## src/rtl/dec_rr_arbiter.sv

```systemverilog
// dec_rr_arbiter: round-robin sequencer sharing one 2x4 active-low-enable decoder among 4 requesters (optional forced release via ARB_TIMEOUT_EN)
module dec_rr_arbiter #(
    parameter int MAX_HOLD = 8,
    parameter int CNT_W    = 8
) (
    input  logic       clk,
    input  logic       rst,
    input  logic [3:0] req,
    output logic [1:0] sel,
    output logic       en_n,
    output logic [3:0] gnt,
    output logic       busy,
    output logic       tmo
);
    typedef enum logic [1:0] {IDLE, GRANT, RELEASE} state_t;
    state_t     state;
    logic [1:0] last;
    logic [1:0] win;
    logic       timeout;
    if (MAX_HOLD < 1 || MAX_HOLD > 255 || MAX_HOLD >= (1 << CNT_W)) begin : g_bad_param
        $error("dec_rr_arbiter: MAX_HOLD out of range for CNT_W");
    end
    // winner is the first requester after last, wrapping so last itself comes last
    always_comb begin
        win = last;
        for (int i = 3; i >= 0; i--)
            if (req[last + 2'(i) + 2'd1]) win = last + 2'(i) + 2'd1;
    end
`ifdef ARB_TIMEOUT_EN
    logic [CNT_W-1:0] cnt;
    // holder has used its full budget and still wants the resource
    always_comb timeout = req[sel] && cnt == CNT_W'(MAX_HOLD - 1);
    // counts extra grant cycles of the current holder
    always_ff @(posedge clk)
        if (rst || state != GRANT) cnt <= '0;
        else cnt <= cnt + 1'b1;
`else
    // without the timeout feature a grant lasts as long as the request
    always_comb timeout = 1'b0;
`endif
    // sequencing FSM with all decoder controls and status registered
    always_ff @(posedge clk) begin
        if (rst) begin
            state <= IDLE;
            sel   <= 2'd0;
            en_n  <= 1'b1;
            gnt   <= 4'b0000;
            busy  <= 1'b0;
            tmo   <= 1'b0;
            last  <= 2'd3;
        end else begin
            tmo <= 1'b0;
            if (state == GRANT) begin
                if (!req[sel] || timeout) begin
                    state <= RELEASE;
                    en_n  <= 1'b1;
                    gnt   <= 4'b0000;
                    busy  <= 1'b0;
                    last  <= sel;
                    tmo   <= timeout;
                end
            end else if (|req) begin
                state <= GRANT;
                sel   <= win;
                en_n  <= 1'b0;
                gnt   <= 4'b0001 << win;
                busy  <= 1'b1;
            end else begin
                state <= IDLE;
            end
        end
    end
endmodule

```

## config.mk

```make
export PLATFORM = sky130hd
export DESIGN_NAME = dec_rr_arbiter
export DESIGN_NICKNAME = d
export VERILOG_FILES = /design/src/rtl/dec_rr_arbiter.sv
export SDC_FILE = /design/constraint.sdc
export NUM_CORES = 1
export LEC_CHECK = 0
export ABC_AREA = 1
export CORE_ASPECT_RATIO = 0.9
export CORE_UTILIZATION = 48
export DETAILED_ROUTE_END_ITERATION = 7
export PLACE_DENSITY = 0.76
export SLEW_MARGIN = 20
export SYNTH_ARGS = -nofsm -noshare
export SYNTH_HDL_FRONTEND = slang
export SYNTH_SLANG_ARGS = --single-unit
```

## constraint.sdc

```tcl
create_clock -name clk -period 2 [get_ports clk]
set_clock_uncertainty 0.1 [all_clocks]
set_input_delay 0.6 -clock clk [delete_from_list [all_inputs] [get_ports clk]]
set_output_delay 0.6 -clock clk [all_outputs]
set_load 0.05 [all_outputs]
```

# == Yosys cells after proc, flatten, opt, wreduce, memory -nomap -nowiden ==
# Cells that the tools add are included.
# classes
add_sub_neg,6
n_lt_le_gt_ge,5
n_eq_ne,2
shift,1
muxes,26
bitwise,2
n_reduce_logical,5
# op_table
op,count
< comparator 2 x 3 -> 1 bit (second input constant),5
2-to-1 mux 1 bit,12
2-to-1 mux 2 bit,6
2-to-1 mux 4 bit,3
binary-select mux 1 bit (select 2 bit),5
adder 2 x 1 -> 2 bit (second input constant),4
AND reduction 2 bit,3
adder 2 bit (second input constant),2
OR reduction 4 bit,1
left shift 1 x 2 -> 4 bit (first input constant),1
== test 2 x 1 -> 1 bit (second input constant),1
!= test 2 bit (second input constant),1
inverter 1 bit,2
nonzero test 2 bit,1
# totals
regBits,12

# == Logic depth before layout (Yosys ltp) ==
# Gate-level depths: netlist of the first run.
# depth
depth_word,11
depth_mapped,13
depth_no_buf,12

# == Worst setup path after synthesis of the first run ==
# OpenSTA, ideal clock, no wires.
# synth_path
kind,flip-flop to flip-flop
startpoint,reg sel[0]
endpoint,reg last[0]
t_arrival_ns,1.464
t_required_ns,1.772
setup_slack_ns,0.307
path_stages_with_launch,6
n_path_buf,0
synth_period_minus_slack_ns,1.693
cell_sequence,dfxtp_1 > o21ai_0 > o221ai_1 > nand2_1 > inv_1 > a22oi_1
# synth_via
elab_chain_len,4
# synth_lines
item,line_no,source
"start, declared",9,"output logic [1:0] sel,"
"start signal, assigned",64,sel <= win;
binary-select mux 1 bit (select 2 bit),54,if (!req[sel] || timeout) begin
2-to-1 mux 1 bit (implied by the code),54,
inverter 1 bit (no line),-,
AND reduction 2 bit (no line),-,
"end signal, assigned",59,last <= sel;
"end, declared",17,logic [1:0] last;
# Several ways; a longest one is shown, not always the timed one. The select of a mux whose other input is x is not followed.
# A chain may end at the register's enable or synchronous reset.

# == Worst setup path in the final report of the first run ==
# layout_path
startpoint,in req[0]
endpoint,reg last[0]
# layout_via
elab_chain_len,4
# layout_lines
item,line_no,source
"start, declared",8,"input logic [3:0] req,"
binary-select mux 1 bit (select 2 bit),54,
2-to-1 mux 1 bit (implied by the code),54,
inverter 1 bit (no line),-,
AND reduction 2 bit (no line),-,
# Every way passes these cells. The select of a mux whose other input is x is not followed.

==> reports/qor.yml, run 1 <==
n_antenna_cell: 0
rr_worst_depth: 11
r2r_setup_slack_ns: 0.31
final_net_count: 138
clk_latency_ns: 0.27
hold_class: "flop to flop"
pwr-share-seq_pct: 25.6
wl_per_cell_um: 11.4
fp.coreArea_mm2: 0.00129
start_util_pct: 54.5
highest_layer: "met4"
antenna_found_initial: 0
hold_violations: 0
row_count: 12
dpl.cell_count: 141
portBuffers: 13
syn_inst: 108
power_w: 0.00155
grt_usage_pct: 24.1
fin_hold_ws_ns: 0.358
r2r-start: "last[0]"
required_ns: 2.04
cp.arrival_ns: 1.92
grt_overflow_total: 0
vias_per_cell: 5.27
grt_pass1_wl_um: 2840
gp_congestion: 0.822
drt_pass1_iterations: 4
clk_path_buf_depth: 2
finalSetupViolCount: 0
yosysTopAreaCellShare_pct: 34.2
ff_latch_area_um2: 240
timing.rr.end: "gnt[2]"
wl_met2_um: 813
dieArea_mm2: 0.00162
wl_met3_um: 146
fin_cells: 145
drt_iter0_markers: 43
grt_pass1_vias: 710
die_w_um: 42.3
crit_end: "last[0]"
cts-htree-levels: 1
syn_avg_cell_area_um2: 6.51
cts_inserted_buffers: 3
path_clk_slew_ns: 0.07
root_buffer: "clkbuf_4"
grt_max_degree: 10
synth_area_leader_cell: "dfxtp_1"
place_ws_ns: -0.196
synth_cell_types: 20
hpwlAfterDp_um: 1300
comb_power_share_pct: 62.2
switchingPower_w: 0.000773
synth_seq_cells: 12
p_leak_nw: 0.498
wirelength_um: 1660
setup_ws_ns: 0.125
syn_nets: 114
critical_path_class: "input port to flop"
drtAntennaViolNets: 0
multiInputGateArea_um2: 400
fin_util_pct: 72.1
tritoncts: "done"
post-route-period-util_pct: 93.7
via_count: 764
fill_cells: 109
fmax_mhz: 533
cts_sinks: 12
synth_area_leaders: "dfxtp_1, nand2_1, nand3_1, nand2_2, nor2_1"
rsz0062_at_grt: "no"
drc: 0
endpoint_kind: "flop"
netSwitchingFraction_pct: 49.8
final.min_clock_period_ns: 1.87
netlist_area_um2: 703
critPathLaunchType: "input port"
io_pins: 15
wl_met1_um: 682
critPathLaunch: "req[0]"
timing.final.max_slew_violations: 0
p_clk_share_pct: 12.2
die_y_um: 38.3
pwr_density_cell_mw_per_mm2: 1670
syn2layout_area_growth_pct: 32.4
ys_seq_area_share_pct: 34.2
maxCapViolCount: 0
status: "finished clean"
yosysWarnings: 0
cts_hold_buf: 0
irDropWorstVdd_v: 0.000932
p_int_w: 0.000778
cp_max_fo: 3
drive_above_1_share_pct: 29.0
synth_stat cells, drive strengths merged:
master,n
o221ai,1
dfxtp,12
nor2,11
a21oi,5
conb,1
nand2,43
buf,2
a22oi,2
a31oi,1
and2,1
nand3,14
o21ai,4
inv,11
registers in the layout, indices dropped and copies added, names as in the netlist:
| register | flops |
|---|---|
| busy | 1 |
| en_n | 1 |
| gnt | 4 |
| last | 2 |
| state | 2 |
| sel | 2 |
worst min-delay path by stage:
stage	startpoint	to	cells after the start	slack, ns
detailed placement	en_n	en_n	2	0.35
global route	en_n	en_n	2	0.38
global placement	en_n	en_n	2	0.34
finish	en_n	en_n	2	0.36
CTS	en_n	en_n	2	0.36
floorplan	state[1]	state[0]	3	0.39
layer usage:
layer / GRT usage, % / vias up
met4: 9.38 / 0
met1: 28.9 / 330
met5: 0 / -
met3: 8.96 / 4
li1: - / 392
met2: 39.6 / 38
layout make-up:
| class | instances | share of cell area, % |
|---|---|---|
| Tap cell | 14 | 1.88 |
| Clock buffer | 4 | 3.90 |
| Inverter | 11 | 4.97 |
| Timing Repair Buffer | 21 | 20.4 |
| Sequential cell | 12 | 25.8 |
| Multi-Input combinational cell | 83 | 43.0 |
through the flow:
step           TNS [ns]  area (µm²)
2_1_floorplan         0         703
3_3_place_gp      -1.31         885
3_5_place_dp      -1.48         885
4_1_cts               0         921
5_1_grt               0         931
6_report              0         931
power by group through the flow:
| stage | sequential [W] | clock (W) | combinational (W) |
|---|---|---|---|
| after floorplan | 0.000566 | 0 | 0.000524 |
| after global placement | 0.000397 | 0 | 0.000947 |
| after detailed placement | 0.000401 | 0 | 0.000959 |
| after CTS | 0.000395 | 0.000196 | 0.000960 |
| after global routing | 0.000407 | 0.000208 | 0.00106 |
| final | 0.000397 | 0.000189 | 0.000964 |
layout by cell type, fill, tap and decap left out, drive strengths merged, types with 2 or more instances in the layout:
master	count
inv	11
dfxtp	12
nand3	14
nand2	43
buf	16
clkbuf	4
clkdlybuf4s50	2
a21oi	5
o21ai	4
dlymetal6s2s	3
a22oi	2
nor2	11
what timing repair did:
item / in CTS / in global routing
resized for setup: 0 / 4
buffers inserted: 0 / 0
setup endpoints to repair: 0 / 4
cells by family (layout without fill, tap and decap cells):
kind of cell	after synthesis	count (layout)	share of synthesized area [%]
AND/OR/NAND/NOR	69	69	45.4
flip-flops	12	12	34.2
other	1	1	0.533
buffers and inverters	13	36	9.25
AO/OA/AOI/OAI	13	13	10.7
critical path, stage by stage:
cell and delay, ns:
clkdlybuf4s50_1 0.50, buf_4 0.12, nor2_1 0.03, o221ai_1 0.28
nand2_1 0.16, inv_1 0.14, a22oi_1 0.08
No activity file was read; power rests on OpenSTA's default activity.
==> run 2: changes to the inputs <==
--- a/config.mk
+++ b/config.mk
@@ -5,11 +5,10 @@
 export SDC_FILE = /design/constraint.sdc
 export NUM_CORES = 1
 export LEC_CHECK = 0
-export ABC_AREA = 1
-export CORE_ASPECT_RATIO = 0.9
-export CORE_UTILIZATION = 48
+export CORE_AREA = 2 2 39 41
 export DETAILED_ROUTE_END_ITERATION = 7
-export PLACE_DENSITY = 0.76
+export DIE_AREA = 0 0 41 43
+export PLACE_DENSITY = 0.73
 export SLEW_MARGIN = 20
 export SYNTH_ARGS = -nofsm -noshare
 export SYNTH_HDL_FRONTEND = slang
==> constraint.sdc (replaced) <==
create_clock -name clk -period 2.3 [get_ports clk]
set_clock_uncertainty 0.1 [all_clocks]
set_input_delay 0.69 -clock clk [delete_from_list [all_inputs] [get_ports clk]]
set_output_delay 0.69 -clock clk [all_outputs]
set_load 0.05 [all_outputs]
==> reports/qor.yml, run 2 <==
crit_family: "buffers and inverters"
synth_commonest_cells: "dfxtp_1, nand4b_1, nor2_1"
portBuffers: 13  # unchanged
hpwlAfterDp_um: 927  # -29%
cts_setup_buffers: 0  # unchanged
critical_path_class: "flop to primary output"
cp_max_fo: 2  # -1
pwr_density_cell_mw_per_mm2: 814  # -51%
synth_cell_types: 29  # +45%
wirelength_um: 1230  # -26%
cp.arrival_ns: 1.40  # -0.52 ns
yosys.area_share.simple_pct: 28.0  # -17 points
post-route-period-util_pct: 95.3
grt_pass1_vias: 462  # -35%
setup_ws_ns: 0.108  # -0.0173 ns
synth_ff_type: "dfxtp_1"
place_ws_ns: 0.0169  # +0.213 ns
syn2layout_area_growth_pct: 31.2
regMostFlops: "gnt"
cts_hold_buf: 0  # unchanged
syn_inst: 62  # -43%
largest_reg_flops: 4  # unchanged
grt_max_degree: 15  # +5
wl_per_cell_um: 12.9  # +13%
muxShareOfSynthArea_pct: 5.82  # +5.8 points
synth_compound_area_share_pct: 20.9  # +10 points
drt_pass1_iterations: 4  # unchanged
fin_area_um2: 762  # -18%
start_util_pct: 42.0  # -13 points
slowest_stage: "clkdlybuf4s50_1"
cts_resized: 0  # unchanged
syn_avg_cell_area_um2: 9.36  # +44%
yosys.area_share.adder_pct: 0  # unchanged
clk_path_buf_depth: 2  # unchanged
synthXorXnorAreaFrac_pct: 0  # unchanged
drc: 0  # unchanged
hold_violations: 0  # unchanged
synth_area_leader_cell: "dfxtp_1"
yosysWarnings: 0  # unchanged
fp.coreArea_mm2: 0.00138  # +7.2%
synth.most_common_cell: "dfxtp_1"
critPathLaunchType: "flop"
cts-htree-levels: 1  # unchanged
gp_congestion: 0.751  # -8.7%
io_pins: 15  # unchanged
fill_cells: 142  # +30%
final_cell_mix: "dfxtp_1, clkdlybuf4s50_1, nor2_1, nand4b_1"
fmax_mhz: 456
ys_seq_area_share_pct: 41.4  # +7.2 points
rsz0062_at_grt: "no"
rr_worst_depth: 4  # -7
dieArea_mm2: 0.00176  # +8.7%
synth_area_leaders: "dfxtp_1, nand4b_1, nand2b_1, mux4_2, a21oi_1"
grt_pass1_wl_um: 1880  # -34%
root_buffer: "clkbuf_4"
required_ns: 1.51  # -0.53 ns
tritoncts: "done"
n_antenna_cell: 0  # unchanged
row_count: 14  # +2
grt_overflow_total: 0  # unchanged
finalSetupViolCount: 0  # unchanged
vias_per_cell: 5.61  # +6.5%
clk_latency_ns: 0.27  # about the same
antenna_found_initial: 0  # unchanged
synthArstFlopShare_pct: 0  # unchanged
syn_nets: 68  # -40%
synth_top_family_by_area: "simple AND/OR/NAND/NOR gates"
endpoint_kind: "primary output"
via_count: 533  # -30%
synth_seq_cells: 12  # unchanged
path_depth: 1  # -6
final_common_cell: "dfxtp_1"
crit_buf_inv: 1  # -2
maxCapViolCount: 0  # unchanged
dpl-instance-area_um2: 726  # -18%
p_leak_nw: 0.295  # -41%
cts_sinks: 12  # unchanged
die_y_um: 43  # +12%
yosysTopAreaCellShare_pct: 41.4  # +7.2 points
slowest_delay_ns: 0.80  # +0.30 ns
drt_iter0_markers: 6  # -86%
status: "finished clean"
path_clk_slew_ns: 0.08  # about the same
final.min_clock_period_ns: 2.19
grt_usage_pct: 16.0  # -8.1 points
hold-path-cell-count: 1  # -1
finalSetupTns_ns: 0  # unchanged
timing.final.max_slew_violations: 0  # unchanged
hold_class: "flop to flop"
synth_edf_count: 0  # unchanged
drive_above_1_share_pct: 17.7  # -11 points
irDropWorstVdd_v: 0.000386  # -59%
netlist_area_um2: 581  # -17%
die_w_um: 41  # -3.2%
cp_cell_sequence: "clkdlybuf4s50_1"
final_net_count: 86  # -38%
cts_inserted_buffers: 3  # unchanged
drtAntennaViolNets: 0  # unchanged
==> run 2: final cells by class <==
class	count	area (µm²)	share of cell area, %
multi-input cells	47	322	42.2
repair buffers	15	140	18.4
inverters	1	3.75	0.493
flip-flops and latches	12	240	31.5
well taps	16	20.0	2.63
clock buffers	4	36.3	4.76
==> run 2: routing by layer <==
layer	track usage (%)	vias up	routed length [µm]
met5	0	-	0
met3	3.14	2	48
met2	23.1	16	587
met4	10.0	0	19
li1	-	262	-
met1	20.7	253	575
==> run 2: path summary, 6_finish.rpt <==
check             slack (ns)    from      to
hold reg to reg         0.37    en_n    en_n
setup reg to reg        0.76  sel[1]  gnt[0]
setup / recovery        0.11    busy    busy
hold / removal          0.37    en_n    en_n
==> run 2: report_power, final <==
part	total [W]	internal [W]	leakage, nW	switching, W
Combinational	0.000205	0.0000810	0.175	0.000124
Sequential	0.000251	0.000232	0.0991	0.0000186
Clock	0.000165	0.0000961	0.0210	0.0000689
==> run 2: through the flow <==
stage | power, W | cells | hold WS (ns) | util (%)
4_1_cts | 0.000623 | 95 | 0.374 | 55.1
6_report | 0.000620 | 95 | 0.372 | 55.1
3_3_place_gp | 0.000458 | 91 | 0.350 | 52.4
3_5_place_dp | 0.000460 | 91 | 0.355 | 52.4
2_1_floorplan | 0.000396 | 62 | 0.376 | -
5_1_grt | 0.000656 | 95 | 0.411 | 55.1
==> run 2: kinds of logic after synthesis <==
kind of cell	Yosys count
flops	12
other cells	1
mux	2
buf+inv	3
simple gates	26
compound gates	18
==> RTL edit (settings of run 2) <==
The 3 states of `state_t` get a one-hot encoding in 3 bits.
--- a/src/rtl/dec_rr_arbiter.sv
+++ b/src/rtl/dec_rr_arbiter.sv
@@ -12,7 +12,7 @@
     output logic       busy,
     output logic       tmo
 );
-    typedef enum logic [1:0] {IDLE, GRANT, RELEASE} state_t;
+    typedef enum logic [2:0] {IDLE = 3'b001, GRANT = 3'b010, RELEASE = 3'b100} state_t;
     state_t     state;
     logic [1:0] last;
     logic [1:0] win;
Check against the original RTL: same outputs for any inputs over 10 cycles, from zero or initial values and one cycle with rst high; not proved beyond that.
==> RTL edit against run 2 <==
Critical path depth is the same; combinational power shrank 18%; wire length grew 4.5%; global-route usage grew 0.62 points; die area is the same; power shrank 9.6%; worst setup slack lost 0.015 ns; count of clock-buffer cells in the layout is the same; critical path type unchanged; design area grew 7.2%; sequential cell count grew 1; area after synthesis grew 2.6%.
==> RTL edit: results (changes against run 2) <==
Compound-Gate Fraction of Synth Area -> 19.7% (was 20.9%)
Net Sw Power -> 0.180 mW (was 0.211 mW)
Crit path launch -> gnt[0] (was busy)
Vias in the first global route -> 500 (was 462)
Mapped Cells -> 64 (was 62)
Mux contribution to synthesized area -> 5.46% (was 5.82%)
Fin cells -> 103 (was 95)
Synth top cells by count -> dfxtp_1 (13), nor2_1 (7), nor3_1 (5) (was dfxtp_1 (12), nand4b_1 (5), nor2_1 (5))
Arrival time at the worst endpoint -> 1.42 ns (was 1.40 ns)
Met1 usage -> 21.1% (was 20.7%)
Wire length of the first global-routing pass -> 2000 microns (was 1880 microns)
Peak VDD IR -> 451 uV (was 386 uV)
Largest net degree at the start of global routing -> 11 (was 15)
Total Wirelength -> 1290 microns (was 1230 microns)
Initial drt markers -> 15 (was 6)
Syn_nets -> 70 (was 68)
GP Congestion -> 0.809 (was 0.751)
Sequential share of power -> 46.2% (was 40.4%)
Comb power frac -> 30.1% (was 33.0%)
Leakage -> 0.325 nW (was 0.295 nW)
Gr usage total -> 16.6% (was 16.0%)
DP Worst Slack -> -0.0505 ns (was 0.0169 ns)
CTS buffer count -> 3 (unchanged)
Status -> completed (unchanged)
Vias per inst -> 5.30 (was 5.61)
Worst-skew pair later-pin latency -> 0.26 ns
Placed cell count -> 99 (was 91)
Placed Instance Area -> 791 sq um (was 726 sq um)
[RTL edit: per-stage QoR]
stage	power (mW)	setup TNS, ns
final	0.561	0
after global routing	0.588	0
after global placement	0.431	-0.00698
after CTS	0.566	0
after detailed placement	0.433	-0.0981
after floorplan	0.370	0
[RTL edit: per-layer routing]
| layer | wire [microns] | share of wire [%] |
|---|---|---|
| met5 | 0 | 0 |
| met2 | 612 | 48 |
| met3 | 71 | 5.5 |
| met1 | 588 | 46 |
| met4 | 12 | 0.93 |
[RTL edit: final timing paths]
path / cells past startpoint / to / slack (ns)
setup / recovery: 1 / gnt[0] / 0.09
hold / removal: 2 / en_n / 0.36
setup reg to reg: 4 / gnt[0] / 0.66
hold reg to reg: 2 / en_n / 0.36
[RTL edit: final cells by class]
| class | instances | area [sq um] |
|---|---|---|
| clock buffer | 4 | 26.3 |
| sequential | 13 | 260 |
| timing repair buffer | 22 | 193 |
| multi-input combinational | 48 | 318 |
| fill | 130 | 567 |
| tap | 16 | 20.0 |
